`config.mk`:
```
export PLATFORM = sky130hd
export DESIGN_NAME = mips_decode_alu_unit
export DESIGN_NICKNAME = d
export VERILOG_FILES = /design/src/rtl/mips_pkg.sv /design/src/rtl/mips_alu.sv /design/src/rtl/mips_alu_ctrl.sv /design/src/rtl/mips_main_ctrl.sv /design/src/rtl/mips_decode_alu_unit.sv
export SDC_FILE = /design/constraint.sdc
export NUM_CORES = 1
export LEC_CHECK = 0
export ABC_AREA = 1
export BUFFER_PORTS_ARGS = -buffer_cell sky130_fd_sc_hd__buf_4
export CORE_MARGIN = 1
export CORE_UTILIZATION = 45
export DETAILED_ROUTE_END_ITERATION = 8
export PLACE_DENSITY = 0.71
export SLEW_MARGIN = 20
export SYNTH_ARGS = -nofsm -noshare
export SYNTH_HDL_FRONTEND = slang
export SYNTH_SLANG_ARGS = --single-unit
```
`constraint.sdc`:
```
create_clock -name clk -period 10.15 [get_ports clk]
set_clock_uncertainty 0.15 [all_clocks]
set_input_delay 2.5375 -clock clk [delete_from_list [all_inputs] [get_ports clk]]
set_output_delay 2.5375 -clock clk [all_outputs]
set_load 0.01 [all_outputs]
```
`src/rtl/mips_pkg.sv`:
```
//------------------------------------------------------------------------------
// mips_pkg : opcode/funct codes, ALUOp and ALU-control encodings, control bundle
// Rev 1.0
//------------------------------------------------------------------------------
`default_nettype none

package mips_pkg;

  localparam logic [5:0] OP_RTYPE = 6'b000000;
  localparam logic [5:0] OP_LW    = 6'b100011;
  localparam logic [5:0] OP_SW    = 6'b101011;
  localparam logic [5:0] OP_BEQ   = 6'b000100;
  localparam logic [5:0] OP_BNE   = 6'b000101;
  localparam logic [5:0] OP_ADDI  = 6'b001000;
  localparam logic [5:0] OP_SLTI  = 6'b001010;
  localparam logic [5:0] OP_J     = 6'b000010;

  localparam logic [5:0] FN_ADD = 6'b100000;
  localparam logic [5:0] FN_SUB = 6'b100010;
  localparam logic [5:0] FN_AND = 6'b100100;
  localparam logic [5:0] FN_OR  = 6'b100101;
  localparam logic [5:0] FN_SLT = 6'b101010;

  typedef enum logic [1:0] {
    ALUOP_ADD   = 2'b00,
    ALUOP_SUB   = 2'b01,
    ALUOP_FUNCT = 2'b10,
    ALUOP_SLT   = 2'b11
  } aluop_e;

  typedef enum logic [2:0] {
    ALU_AND = 3'b000,
    ALU_OR  = 3'b001,
    ALU_ADD = 3'b010,
    ALU_SUB = 3'b110,
    ALU_SLT = 3'b111
  } aluctrl_e;

  typedef struct packed {
    logic   reg_dst;
    logic   branch;
    logic   branch_n;
    logic   mem_read;
    logic   mem_write;
    logic   mem_to_reg;
    logic   jump;
    logic   alu_src;
    logic   reg_write;
    aluop_e alu_op;
  } ctrl_t;

endpackage

`default_nettype wire

```
`src/rtl/mips_alu.sv`:
```
//------------------------------------------------------------------------------
// mips_alu : combinational ALU; wrap-around add/sub, signed SLT, zero flag
// Rev 1.0
//------------------------------------------------------------------------------
`default_nettype none

module mips_alu
  import mips_pkg::*;
#(
  parameter int DATA_WIDTH = 32
) (
  input  logic [DATA_WIDTH-1:0] a_i,
  input  logic [DATA_WIDTH-1:0] b_i,
  input  logic [2:0]            ctrl_i,
  output logic [DATA_WIDTH-1:0] res_o,
  output logic                  zero_o
);

  always_comb begin
    res_o = '0;
    case (ctrl_i)
      ALU_AND: res_o = a_i & b_i;
      ALU_OR:  res_o = a_i | b_i;
      ALU_ADD: res_o = a_i + b_i;
      ALU_SUB: res_o = a_i - b_i;
      ALU_SLT: res_o = {{(DATA_WIDTH-1){1'b0}}, ($signed(a_i) < $signed(b_i))};
      default: res_o = '0;
    endcase
  end

  assign zero_o = (res_o == '0);

endmodule

`default_nettype wire

```
`src/rtl/mips_alu_ctrl.sv`:
```
//------------------------------------------------------------------------------
// mips_alu_ctrl : ALUOp + funct -> 3-bit ALU operation
// Rev 1.0
//------------------------------------------------------------------------------
`default_nettype none

module mips_alu_ctrl
  import mips_pkg::*;
(
  input  aluop_e     alu_op_i,
  input  logic [5:0] funct_i,
  output logic [2:0] alu_ctrl_o
);

  always_comb begin
    alu_ctrl_o = ALU_ADD;
    case (alu_op_i)
      ALUOP_ADD: alu_ctrl_o = ALU_ADD;
      ALUOP_SUB: alu_ctrl_o = ALU_SUB;
      ALUOP_SLT: alu_ctrl_o = ALU_SLT;
      default: begin
        case (funct_i)
          FN_SUB:  alu_ctrl_o = ALU_SUB;
          FN_AND:  alu_ctrl_o = ALU_AND;
          FN_OR:   alu_ctrl_o = ALU_OR;
          FN_SLT:  alu_ctrl_o = ALU_SLT;
          default: alu_ctrl_o = ALU_ADD;
        endcase
      end
    endcase
  end

endmodule

`default_nettype wire

```
`src/rtl/mips_main_ctrl.sv`:
```
//------------------------------------------------------------------------------
// mips_main_ctrl : opcode -> control bundle; kill_i squashes all controls to 0
// Rev 1.0
//------------------------------------------------------------------------------
`default_nettype none

module mips_main_ctrl
  import mips_pkg::*;
(
  input  logic [5:0] opcode_i,
  input  logic       kill_i,
  output ctrl_t      ctrl_o
);

  always_comb begin
    ctrl_o = '0;
    if (!kill_i) begin
      case (opcode_i)
        OP_RTYPE: begin
          ctrl_o.reg_dst   = 1'b1;
          ctrl_o.reg_write = 1'b1;
          ctrl_o.alu_op    = ALUOP_FUNCT;
        end
        OP_LW: begin
          ctrl_o.alu_src    = 1'b1;
          ctrl_o.mem_read   = 1'b1;
          ctrl_o.mem_to_reg = 1'b1;
          ctrl_o.reg_write  = 1'b1;
        end
        OP_SW: begin
          ctrl_o.alu_src   = 1'b1;
          ctrl_o.mem_write = 1'b1;
        end
        OP_BEQ: begin
          ctrl_o.branch = 1'b1;
          ctrl_o.alu_op = ALUOP_SUB;
        end
        OP_BNE: begin
          ctrl_o.branch_n = 1'b1;
          ctrl_o.alu_op   = ALUOP_SUB;
        end
        OP_ADDI: begin
          ctrl_o.alu_src   = 1'b1;
          ctrl_o.reg_write = 1'b1;
        end
        OP_SLTI: begin
          ctrl_o.alu_src   = 1'b1;
          ctrl_o.reg_write = 1'b1;
          ctrl_o.alu_op    = ALUOP_SLT;
        end
        OP_J:    ctrl_o.jump = 1'b1;
        default: ctrl_o = '0;
      endcase
    end
  end

endmodule

`default_nettype wire

```
`src/rtl/mips_decode_alu_unit.sv`:
```
//------------------------------------------------------------------------------
// mips_decode_alu_unit : control decode + ALU with a registered EX/MEM result copy
// Rev 1.0
//------------------------------------------------------------------------------
`default_nettype none

module mips_decode_alu_unit
  import mips_pkg::*;
#(
  parameter int DATA_WIDTH = 32
) (
  input  logic                  clk,
  input  logic                  rst,
  input  logic [5:0]            opcode,
  input  logic [5:0]            funct,
  input  logic                  no_op,
  input  logic [DATA_WIDTH-1:0] alu_a,
  input  logic [DATA_WIDTH-1:0] alu_b,
  output logic                  reg_dst,
  output logic                  branch,
  output logic                  branch_n,
  output logic                  mem_read,
  output logic                  mem_write,
  output logic                  mem_to_reg,
  output logic                  jump,
  output logic                  alu_src,
  output logic                  reg_write,
  output logic                  ld_pc,
  output logic [1:0]            alu_op,
  output logic [2:0]            alu_ctrl,
  output logic [DATA_WIDTH-1:0] alu_res,
  output logic                  alu_zero,
  output logic [DATA_WIDTH-1:0] res_q,
  output logic                  zero_q
);

  ctrl_t ctrl;

  // Reset and hazard bubbles both squash the decode in the same cycle.
  mips_main_ctrl u_main_ctrl (
    .opcode_i (opcode),
    .kill_i   (rst | no_op),
    .ctrl_o   (ctrl)
  );

  mips_alu_ctrl u_alu_ctrl (
    .alu_op_i   (ctrl.alu_op),
    .funct_i    (funct),
    .alu_ctrl_o (alu_ctrl)
  );

  mips_alu #(.DATA_WIDTH(DATA_WIDTH)) u_alu (
    .a_i    (alu_a),
    .b_i    (alu_b),
    .ctrl_i (alu_ctrl),
    .res_o  (alu_res),
    .zero_o (alu_zero)
  );

  assign reg_dst    = ctrl.reg_dst;
  assign branch     = ctrl.branch;
  assign branch_n   = ctrl.branch_n;
  assign mem_read   = ctrl.mem_read;
  assign mem_write  = ctrl.mem_write;
  assign mem_to_reg = ctrl.mem_to_reg;
  assign jump       = ctrl.jump;
  assign alu_src    = ctrl.alu_src;
  assign reg_write  = ctrl.reg_write;
  assign alu_op     = ctrl.alu_op;
  assign ld_pc      = ~rst;

  always_ff @(posedge clk) begin
    if (rst) begin
      res_q  <= '0;
      zero_q <= 1'b0;
    end else begin
      res_q  <= alu_res;
      zero_q <= alu_zero;
    end
  end

endmodule

`default_nettype wire

```
Yosys cells after proc, flatten, opt, wreduce, memory -nomap -nowiden

Cells that the tools add are included.

Word-level logic and storage cells: 46
Register bits after elaboration: 33
Output and inout bits: 81
Input port bits: 79

Eq/ne operators: 17
Mux-type cells: 13
$lt $le $gt $ge: 1
Reduce and logical (&&, ||, !) cells: 7
$add $sub $neg: 2
Bitwise gates (word level): 4

Operators by type and width:

| cell                 | count |
|---|---|
| $pmux W32 S5         | 1 |
| $eq A6 B6 Y1 const B | 6 |
| $add A32 B32 Y32     | 1 |
| $and A32 B32 Y32     | 1 |
| $logic_not A32 Y1    | 1 |
| $lt A32 B32 Y1       | 1 |
| $or A32 B32 Y32      | 1 |
| $sub A32 B32 Y32     | 1 |
| $eq A6 B3 Y1 const B | 2 |
| $eq A6 B4 Y1 const B | 2 |
| $pmux W3 S4          | 1 |
| $mux W11             | 1 |
| $pmux W3 S3          | 1 |
| $mux W1              | 8 |
| $reduce_or A4 Y1     | 2 |
| $eq A3 B3 Y1 const B | 2 |
| $eq A6 B2 Y1 const B | 1 |
| $logic_not A6 Y1     | 1 |
| $pmux W2 S3          | 1 |
| $eq A3 B1 Y1 const B | 1 |
| $eq A3 B2 Y1 const B | 1 |
| $logic_not A3 Y1     | 1 |
| $eq A2 B1 Y1 const B | 1 |
| $eq A2 B2 Y1 const B | 1 |
| 4 further kinds      | 4 |

Depth between registers and ports, before layout

Word-level depth: 9
Mapped depth: 21
Gate-level depth less buffers: 20

Modules after synthesis

Synthesis repeated with hierarchy kept, for this count alone.

Cells, all modules: 1,557
Area, all modules: 8,080.2 sq um

By module, submodules not included:

| module               | instances | cells an instance | area each (sq um) |
|---|---|---|---|
| mips_alu             | 1         | 1,381             | 6,811.5 |
| mips_decode_alu_unit | 1         | 106               | 969.7 |
| mips_main_ctrl       | 1         | 39                | 168.9 |
| mips_alu_ctrl        | 1         | 31                | 130.1 |

Worst setup path before layout

No wires, ideal clock.

Path kind: input to output
Start: in alu_b[19]
End: out alu_zero
Path slack: 2.966 ns
Stages on the path: 18
Required time: 7.463 ns
Arrival time: 4.497 ns
Cell sequence: inv_1 > ha_1 > clkbuf_1 > nand2_1 > nor2_1 > inv_1 > nor2_1 > and2_1 > nand2_1 > nand2_1 > nand2_1 > nand3_1 > nand3_1 > nor2_1 > nand2_1 > nor2_1 > nand3_1 > inv_1

Longest elaborated chain between the ends: 3
Elaborated cells on any way between the ends: 7

RTL lines:

| item                                                        | RTL line                       | text |
|---|---|---|
| from (decl)                                                 | mips_decode_alu_unit.sv:18     | `input logic [DATA_WIDTH-1:0] alu_b,` |
| $sub A32 B32 Y32 / $add A32 B32 Y32 (equally long branches) | mips_alu.sv:25, mips_alu.sv:24 |  |
| $pmux W32 S5 (*)                                            | mips_alu.sv:21                 | `case (ctrl_i)` |
| via alu_res[28]                                             | mips_decode_alu_unit.sv:31     | `output logic [DATA_WIDTH-1:0] alu_res,` |
| $logic_not A32 Y1 (*)                                       | mips_alu.sv:31                 | `assign zero_o = (res_o == '0);` |
| to (decl)                                                   | mips_decode_alu_unit.sv:32     | `output logic alu_zero,` |

Mark *: on every way through the listed nets, which the timed path passes. The rest lies on a longest branch.

Final worst setup path

Start: in rst
End: out alu_zero

Longest elaborated chain between the ends: 7
Elaborated cells on any way between the ends: 13

RTL lines:

| item                                 | RTL line                   | text |
|---|---|---|
| from (decl)                          | mips_decode_alu_unit.sv:13 | `input logic rst,` |
| $or A1 B1 Y1 (*)                     | mips_decode_alu_unit.sv:42 | `.kill_i (rst \| no_op),` |
| $mux W11 (*)                         | mips_main_ctrl.sv:17       | `if (!kill_i) begin` |
| $eq A2 B2 Y1 (tied with other cells) | mips_alu_ctrl.sv:17        | `case (alu_op_i)` |
| $pmux W3 S3 (*)                      | mips_alu_ctrl.sv:17        |  |
| $eq A3 B3 Y1 (tied with other cells) | mips_alu.sv:21             |  |
| $pmux W32 S5 (*)                     | mips_alu.sv:21             |  |
| $logic_not A32 Y1 (*)                | mips_alu.sv:31             |  |

Every way passes the cells marked *; elsewhere a longest branch is shown, timed or not.

==> results.cfg <==
[status]
status = completed

[cts]
cts_setup_buffers = 0
cts_buffer_depth = 2
clk_pin_slew_ns = 0.06
h-tree-depth = 2
holdBufCountCts = 0
cts_tree = built
cts_inserted_buffers = 5
clockRootBuffer = clkbuf_16
cts_resized = 0
cts_sinks = 33

[global_routing]
antenna_found_initial = 0
grt_max_degree = 29
overflow = 0
grt_pass1_vias = 8688
grt_pass1_wl_mm = 45.8
track_usage_pct = 32.8

[timing]
fin_crit_ns = 8.11
rsz0062_at_grt = false
drv_slew = 0
hold_ws_ns = 2.50
max_freq_mhz = 123
hold_violations = 0
tns_ns = 0
tightest_slew_ns = 0.986
setup_viol_count_final = 0
finalCritPeriodShare_pct = 79.9
relSlewSlack_pct = 34.1

[detailed_routing]
wl_mm = 29.8
vias = 9590
dr.pass1.iters = 7
post_drt_wl_per_cell_um = 15.7
drt_iter0_markers = 951
drcViolationCount = 0
antenna_left = 0
via_per_inst = 5.05

[critical_path]
cp-startpoint = rst
worstSetupPathType = primary input to output pin
critPathCaptureType = output pin
crit_arrival_ns = 5.43
worstPathRequired_ns = 7.46
start_kind = primary input
cp_max_fo = 28

[flow_run]
maxCapViolations = 0

[pwr]
internal-power_uw = 417
p_per_area_mw_per_mm2 = 85.3
combPwrFrac_pct = 62.2
switching_share_pct = 48.1
pwr-share-seq_pct = 18.6
p_sw_uw = 387
clkPwrFrac_pct = 19.3
power_leakage_uw = 0.00602
fin_total_pwr_uw = 804
max-vdd-ir-drop_mv = 0.113

[yosys]
ys_warn_count = 0
syn_inst = 1547
synth_seq_area_share_pct = 8.25
synth_top_cell_by_area = nand2_1
ys_ff_latch = 33
synth_top_area_share_pct = 24.2
syn-num-nets = 1725
yosys-top-cells-area = nand2_1, inv_1, ha_1, nand3_1, dfxtp_1
yosysUniqueCellTypes = 37
syn_area_mm2 = 0.00801
syn_area_per_cell_um2 = 5.18

[floorplanning]
die_x_um = 135
die_y_um = 135
fp-row-count = 48
pin_count = 160
die-area_mm2 = 0.0183
initial_core_util_pct = 46.1
core-area_mm2 = 0.0174

[finish]
finish.utilization_pct = 54.3
synthToLayoutAreaGrowth_pct = 17.6
final-instance-count-excl-fill = 1900
nets = 1852
post_route_cells_drive_above_1_share_pct = 11.6
fillCellCount = 1969
final_common_cell = nand2_1
diodes = 0
final_cell_mix = nand2_1, inv_1, buf_4

[worst_hold_path]
hold_path.class = primary input to flop
min_from = rst

[place]
gp_congestion = 1.02
hpwl_mm = 25.4
buffer_ports.inserted = 159
dp_cells = 1892
## worst max-delay path: stages
cell and delay, ns:
buf_4 0.23, nor2_4 0.18, nand2_2 0.13, nor2_8 0.15, nand3_4 0.11, nand2_4 0.21, nand2_4 0.08, nor2_4 0.74
nand3_1 0.24, nand3_1 0.29, nor2_1 0.07, nand2_1 0.07, nor2_1 0.06, nand3_1 0.11, inv_1 0.06, buf_4 0.14
## metrics by stage
stage | setup slack (ns) | instance area, um2
after floorplan | 2.97 | 8010
after CTS | 2.06 | 9420
final | 2.04 | 9420
after global placement | 2.09 | 9280
after global routing | 1.84 | 9420
after detailed placement | 2.06 | 9280
## power groups by stage
stage | sequential, uW | clock (uW) | combinational (uW)
6_report | 149 | 155 | 500
5_1_grt | 151 | 160 | 551
4_1_cts | 150 | 155 | 490
3_5_place_dp | 152 | 0 | 489
3_3_place_gp | 152 | 0 | 487
2_1_floorplan | 161 | 0 | 290
## cells by family after synthesis
logic type | count (synthesis) | synth area share [%]
and+or+nand+nor | 881 | 47.2
buffers and inverters | 423 | 20.7
adders and majority gates | 99 | 15.7
AOI/OAI and AO/OA | 95 | 6.48
DFF | 33 | 8.25
xor gates and xnor gates | 16 | 1.75
## flip-flops by register name, summed over array words and instances, names as in the netlist
register	cells
zero_q	1
res_q	32
## path summary, 6_finish.rpt
| check | end | cells past startpoint |
|---|---|---|
| max | alu_zero | 16 |
| min | res_q[17]$_SDFF_PP0_ | 2 |
## area by class of cell
class	instances	area, um2	share of cell area (%)
tap	225	282	2.99
sequential	33	661	7.01
clock buffer	5	125	1.33
clock inverter	3	17.5	0.186
timing repair buffer	159	1190	12.7
inverter	384	1450	15.4
multi-input combinational	1091	5690	60.4
## synth_stat cells
cell,n
nand2_4,4
a41oi_1,1
buf_6,6
a31oi_1,9
nor4_1,1
nor2_2,5
o21ai_0,22
xnor2_1,1
nand3b_4,2
ha_1,97
nand3_1,143
nand2_1,516
nor3_1,12
dfxtp_1,33
buf_4,1
buf_2,9
o21bai_1,6
fa_1,2
o22ai_1,11
nor2_4,3
xor2_1,15
nor2_8,2
a21oi_1,43
clkbuf_1,23
inv_4,4
nand3_4,2
and3_1,2
nor2_1,153
nand2_8,1
inv_1,379
and2_1,6
nand3_2,1
nand3b_1,3
nand4_1,22
o21ai_1,3
nand2_2,3
inv_2,1
## layer usage
layer	up-vias	part of all wire [%]	GRT usage, %
li1	4857	-	-
met1	4312	49	48.5
met2	396	41	49.7
met3	25	8.4	4.30
met4	0	1.7	7.24
met5	-	0	0
Note: power is estimated with default switching activity, not from simulation.
